`src/rtl/h14tx_pkg.sv`:
```
// Shared types and link-period constants for the HDMI 1.4 TX period scheduler.
package h14tx_pkg;

    typedef enum logic [2:0] {
        CONTROL,
        VIDEO_PREAMBLE,
        VIDEO_GUARD,
        VIDEO_DATA,
        ISLAND_PREAMBLE,
        ISLAND_GUARD_LEAD,
        ISLAND_DATA,
        ISLAND_GUARD_TRAIL
    } period_t;

    typedef enum logic [2:0] {
        ISL_IDLE,
        ISL_PRE,
        ISL_LGUARD,
        ISL_DATA,
        ISL_TGUARD
    } island_state_t;

    localparam int PreambleLen   = 8;
    localparam int GuardLen      = 2;
    localparam int PacketLen     = 32;
    localparam int MinControlLen = 12;

    function automatic period_t island_period(input island_state_t s);
        case (s)
            ISL_PRE:    return ISLAND_PREAMBLE;
            ISL_LGUARD: return ISLAND_GUARD_LEAD;
            ISL_DATA:   return ISLAND_DATA;
            ISL_TGUARD: return ISLAND_GUARD_TRAIL;
            default:    return CONTROL;
        endcase
    endfunction

endpackage

```
`src/rtl/h14tx_island_fsm.sv`:
```
// Data-island sequencer: preamble, guards and up to MaxPackets packet slots per line,
// with a one-cycle pkt_ready pulse at the start of every slot.
module h14tx_island_fsm
    import h14tx_pkg::*;
#(
    parameter int BitWidth    = 11,
    parameter int IslandStart = 1284,
    parameter int MaxPackets  = 2
) (
    input  logic                clk,
    input  logic                rst,
    input  logic [BitWidth-1:0] x,
    input  logic                pkt_valid,
    output logic                pkt_ready,
    output period_t             period,
    output logic [4:0]          pkt_index,
    output logic                busy
);

    localparam logic [BitWidth-1:0] StartX = BitWidth'(IslandStart);
    localparam logic [4:0] PreLast   = 5'(PreambleLen - 1);
    localparam logic [4:0] GuardLast = 5'(GuardLen - 1);
    localparam logic [4:0] PktLast   = 5'(PacketLen - 1);
    localparam logic [2:0] SlotMax   = 3'(MaxPackets);

    island_state_t state;
    logic [4:0]    cnt;
    logic [2:0]    slots;

    // The registered state is the period of the cycle just sampled, so it is
    // presented directly as the one-cycle-latency output.
    always_ff @(posedge clk) begin
        if (rst) begin
            state     <= ISL_IDLE;
            cnt       <= '0;
            slots     <= '0;
            pkt_ready <= 1'b0;
        end else begin
            pkt_ready <= 1'b0;
            case (state)
                ISL_IDLE: begin
                    if (x == StartX && pkt_valid) begin
                        state <= ISL_PRE;
                        cnt   <= '0;
                        slots <= '0;
                    end
                end
                ISL_PRE: begin
                    if (cnt == PreLast) begin
                        state <= ISL_LGUARD;
                        cnt   <= '0;
                    end else begin
                        cnt <= cnt + 5'd1;
                    end
                end
                ISL_LGUARD: begin
                    if (cnt == GuardLast) begin
                        state     <= ISL_DATA;
                        cnt       <= '0;
                        slots     <= 3'd1;
                        pkt_ready <= 1'b1;
                    end else begin
                        cnt <= cnt + 5'd1;
                    end
                end
                ISL_DATA: begin
                    if (cnt == PktLast) begin
                        cnt <= '0;
                        if (slots < SlotMax && pkt_valid) begin
                            slots     <= slots + 3'd1;
                            pkt_ready <= 1'b1;
                        end else begin
                            state <= ISL_TGUARD;
                        end
                    end else begin
                        cnt <= cnt + 5'd1;
                    end
                end
                ISL_TGUARD: begin
                    if (cnt == GuardLast) begin
                        state <= ISL_IDLE;
                        cnt   <= '0;
                        slots <= '0;
                    end else begin
                        cnt <= cnt + 5'd1;
                    end
                end
                default: begin
                    state <= ISL_IDLE;
                    cnt   <= '0;
                    slots <= '0;
                end
            endcase
        end
    end

    always_comb begin
        period    = island_period(state);
        busy      = (state != ISL_IDLE);
        pkt_index = (state == ISL_DATA) ? cnt : '0;
    end

endmodule

```
`src/rtl/h14tx_period_scheduler.sv`:
```
// HDMI 1.4 TX link-period scheduler: raster decode, video preamble/guard, syncs,
// and data-island scheduling, all with one cycle of latency from the cursor.
module h14tx_period_scheduler
    import h14tx_pkg::*;
#(
    parameter int BitWidth    = 11,
    parameter int BitHeight   = 10,
    parameter int HActive     = 1280,
    parameter int HFront      = 110,
    parameter int HSync       = 40,
    parameter int HBack       = 220,
    parameter int VActive     = 720,
    parameter int VFront      = 5,
    parameter int VSync       = 5,
    parameter int VBack       = 20,
    parameter bit HSyncPol    = 1'b1,
    parameter bit VSyncPol    = 1'b1,
    parameter int IslandStart = HActive + 4,
    parameter int MaxPackets  = 2
) (
    input  logic                 clk,
    input  logic                 rst,
    input  logic [BitWidth-1:0]  x,
    input  logic [BitHeight-1:0] y,
    input  logic                 pkt_valid,
    output logic                 pkt_ready,
    output period_t              period,
    output logic [4:0]           pkt_index,
    output logic                 hsync,
    output logic                 vsync,
    output logic                 de
);

    localparam int HTotal = HActive + HFront + HSync + HBack;
    localparam int VTotal = VActive + VFront + VSync + VBack;

    if (HTotal >= (1 << BitWidth) || VTotal >= (1 << BitHeight)) begin : g_bad_raster
        $error("raster totals do not fit the cursor widths");
    end
    if (IslandStart + MinControlLen + PacketLen * MaxPackets + MinControlLen > HTotal - 10)
    begin : g_bad_island
        $error("data island would overlap the video preamble");
    end
    if (MaxPackets < 1 || MaxPackets > 4) begin : g_bad_packets
        $error("MaxPackets must be 1..4");
    end

    localparam logic [BitWidth-1:0]  XActEnd     = BitWidth'(HActive);
    localparam logic [BitWidth-1:0]  XHsStart    = BitWidth'(HActive + HFront);
    localparam logic [BitWidth-1:0]  XHsEnd      = BitWidth'(HActive + HFront + HSync);
    localparam logic [BitWidth-1:0]  XPreStart   = BitWidth'(HTotal - 10);
    localparam logic [BitWidth-1:0]  XGuardStart = BitWidth'(HTotal - 2);
    localparam logic [BitWidth-1:0]  XLast       = BitWidth'(HTotal - 1);
    localparam logic [BitHeight-1:0] YActEnd     = BitHeight'(VActive);
    localparam logic [BitHeight-1:0] YVsStart    = BitHeight'(VActive + VFront);
    localparam logic [BitHeight-1:0] YVsEnd      = BitHeight'(VActive + VFront + VSync);
    localparam logic [BitHeight-1:0] YLast       = BitHeight'(VTotal - 1);

    logic [BitHeight-1:0] next_line;
    logic                 next_is_active;
    logic                 in_active;
    logic                 in_hs;
    logic                 in_vs;
    period_t              video_d;

    always_comb begin
        next_line      = (y == YLast) ? '0 : y + BitHeight'(1);
        next_is_active = (next_line < YActEnd);
        in_active      = (x < XActEnd) && (y < YActEnd);
        in_hs          = (x >= XHsStart) && (x < XHsEnd);
        in_vs          = (y >= YVsStart) && (y < YVsEnd);
        video_d        = CONTROL;
        if (in_active) begin
            video_d = VIDEO_DATA;
        end else if (next_is_active && x >= XPreStart && x < XGuardStart) begin
            video_d = VIDEO_PREAMBLE;
        end else if (next_is_active && x >= XGuardStart && x <= XLast) begin
            video_d = VIDEO_GUARD;
        end
    end

    period_t video_q;

    always_ff @(posedge clk) begin
        if (rst) begin
            video_q <= CONTROL;
            de      <= 1'b0;
            hsync   <= ~HSyncPol;
            vsync   <= ~VSyncPol;
        end else begin
            video_q <= video_d;
            de      <= in_active;
            hsync   <= in_hs ? HSyncPol : ~HSyncPol;
            vsync   <= in_vs ? VSyncPol : ~VSyncPol;
        end
    end

    period_t island_q;
    logic    island_busy;

    h14tx_island_fsm #(
        .BitWidth    (BitWidth),
        .IslandStart (IslandStart),
        .MaxPackets  (MaxPackets)
    ) u_island (
        .clk       (clk),
        .rst       (rst),
        .x         (x),
        .pkt_valid (pkt_valid),
        .pkt_ready (pkt_ready),
        .period    (island_q),
        .pkt_index (pkt_index),
        .busy      (island_busy)
    );

    // Islands live wholly in horizontal blanking, so they never contend with video periods.
    assign period = island_busy ? island_q : video_q;

endmodule

```
`config.mk`:
```
export PLATFORM = sky130hd
export DESIGN_NAME = h14tx_period_scheduler
export DESIGN_NICKNAME = d
export VERILOG_FILES = /design/src/rtl/h14tx_pkg.sv /design/src/rtl/h14tx_island_fsm.sv /design/src/rtl/h14tx_period_scheduler.sv
export SDC_FILE = /design/constraint.sdc
export NUM_CORES = 1
export LEC_CHECK = 0
export ABC_CLOCK_PERIOD_IN_PS = 2300
export BUFFER_PORTS_ARGS = -buffer_cell sky130_fd_sc_hd__buf_2
export CORE_MARGIN = 2
export CORE_UTILIZATION = 45
export DETAILED_ROUTE_END_ITERATION = 8
export PLACE_DENSITY = 0.73
export SYNTH_ARGS = -nofsm -noshare
export SYNTH_HDL_FRONTEND = slang
export SYNTH_HIERARCHICAL = 1
export SYNTH_SLANG_ARGS = --single-unit
```
`constraint.sdc`:
```
create_clock -name clk -period 2.3 [get_ports clk]
set_input_delay 0.345 -clock clk [delete_from_list [all_inputs] [get_ports clk]]
set_output_delay 0.345 -clock clk [all_outputs]
set_load 0.1 [all_outputs]
```
==> results.txt <==
CP max stage delay: 570 ps
GPL Wtd Cong: 0.8764
Post-DP HPWL: 2.118 mm
Starting Density: 47.65%
Final Setup Violations: 0
Seq/Total Area, Yosys: 28.57%
Post-synth top cells: 17 x dfxtp_1, 11 x nand2_1, 10 x and2_1
CTS tree: built
post-synth cell types: 54
dpl cells: 199
DRC violations left: 0
setup_tns: 0 ps
Vias: 1196
Post-Syn Area: 1191 µm²
PwrDens: 392.7 nW/µm²
Reg clk slew, reported paths: 100 ps
CP Class: flip-flop to primary output
simple-gate share of the synthesized area: 33.40%
clock sink count: 17
# IOs: 36
CP cell instances: and3b_1, and2_1, buf_2
post-CTS setup buffers: 0
Slowest-stage cell, CP: dfxtp_1
final hold violation count: 0
antenna violations before repair: 0
CP Max Fanout: 12
Final Hold Slack: 313.7 ps
DRT iter0 DRCs: 19
most common cell in the synthesized netlist: dfxtp_1
YS warnings: 6
synth-to-layout area growth: 20.06%
Gate Count Post-Synth: 137
Port-buffer cells: 35
leading area contributor after synthesis: dfxtp_1
clk buf depth: 2
GRT overflow: 0
layout cells sized above 1: 30.64%
FFs w/ async S/R, synth: 0%
min-delay worst type: input port to flip-flop
final WL: 2.724 mm
cts hold-fix bufs: 0
Post-synth EDFFs: 0
TritonCTS Buffers: 3
final layout net count: 202
die area: 3075 µm²
final setup margin: 111.2 ps
Static Leak: 0.6537 nW
CP bufs+invs: 1
final std cells w/o fill: 203
Core Box Area: 2500 µm²
clk_skew: 2.480 ps
synthesized net count: 165
Skew-Pair Late Insertion Delay: 290 ps
post-synthesis mux area share: 3.571%
post-cts repair resize count: 0
antenna cells: 0
global-route wire length before repair: 4.367 mm
Antenna Nets Post-Route: 0
# rows: 18
vias per cell: 5.892
Main synth FF type: dfxtp_1
Synth Register Bits: 17
Post-Synth Adder-Cell Area: 4.202%
FILL cells: 235
main combinational cell family by area after synthesis: simple AND/OR/NAND/NOR gates
Post-Synth XOR/XNOR Area: 3.046%
crit start category: flip-flop
Worst Path Arrival: 1840 ps
final worst path period share: 95.16%
Crit path max-delay family: simple AND/OR/NAND/NOR gates
Synth top area share: 28.57%
H-tree Lvls: 1
drt first pass iters: 4
dpl ws: 283.6 ps
Worst Max-Slew Pin Slew: 484.9 ps
status: completed
largest net degree at the start of global routing: 15
Worst slew margin: 67.64%
MaxCap Viol Count: 0
dominant cells by area after synthesis: dfxtp_1 29%, and2_1 5.3%, ha_1 4.2%
die height: 55.45 µm
Root Buffer Master: clkbuf_4
Peak supply drop: 0.2103 mV
Syn Area/Cell: 8.694 µm²
RSZ-0062 raised after global routing: no
Data required, critical path: 1960 ps
CP Capture Type: primary output
minimum clock period: 2189 ps
Slew Limit Fails: 0
die width: 55.45 µm
Compound-Gate Fraction of Synth Area: 23.53%
Total GRT Usage: 17.41%
R2R setup slack: 210 ps
Avg WL per Cell: 13.42 µm
vias in the first global route: 1055
Peak Freq: 456.9 MHz
## layer usage
layer / vias up / wire, µm / global-route usage [%]
met5: - / 0 / 0
met4: 0 / 17 / 6.272
met3: 2 / 159 / 2.108
met2: 49 / 1351 / 32.31
met1: 558 / 1196 / 20.23
li1: 587 / - / -
## cell type report
| type | count | area [µm²] | area share [%] |
|---|---|---|---|
| Inverter | 5 | 18.77 | 1.312 |
| Multi-Input combinational cell | 110 | 807.0 | 56.43 |
| Tap cell | 30 | 37.54 | 2.625 |
| Sequential cell | 17 | 340.3 | 23.80 |
| Clock buffer | 4 | 26.28 | 1.837 |
| Timing Repair Buffer | 37 | 200.2 | 14.00 |
## where the power goes
part / internal [mW] / total, mW / leakage, nW / switching (mW)
registers: 0.298 / 0.299 / 0.138 / 0.000841
clock network: 0.0674 / 0.165 / 0.0150 / 0.0978
logic: 0.0339 / 0.0976 / 0.501 / 0.0637
## cell usage in the layout, fill, tap and decap left out, drive strengths merged, types with 5 or more instances in the layout
cell,count
a21oi,6
and2,10
buf,33
clkbuf,8
dfxtp,17
inv,5
nand2,11
nand3,6
nor2,9
nor3,6
## stage by stage
step	utilization [%]	area, µm²	power [mW]
2_1_floorplan	-	1191	0.3614
3_3_place_gp	55.76	1394	0.3984
3_5_place_dp	55.76	1394	0.4012
4_1_cts	56.81	1420	0.5648
5_1_grt	57.21	1430	0.5883
6_report	57.21	1430	0.5616
## flip-flops by register name, indices dropped and copies added, names as in the netlist
signal,cells
vsync,1
u_island/pkt_ready,1
hsync,1
u_island/cnt,5
u_island/slots,3
u_island/state,3
video_q,2
de,1
## path summary, 6_finish.rpt
check | from | to | cells after the start
max reg2reg | u_island/cnt[0] | u_island/state[0] | 7
min | x[4] | video_q[0] | 2
min reg2reg | u_island/slots[0] | u_island/slots[0] | 2
max | u_island/state[0] | pkt_index[0] | 3
## cells by family after synthesis
kind of cell	after synthesis
compound gates	36
xor+xnor	2
fa+ha+maj	4
buf+inv	10
flops	17
mux	4
simple gates	64
Power figures use the tool's default switching activity.
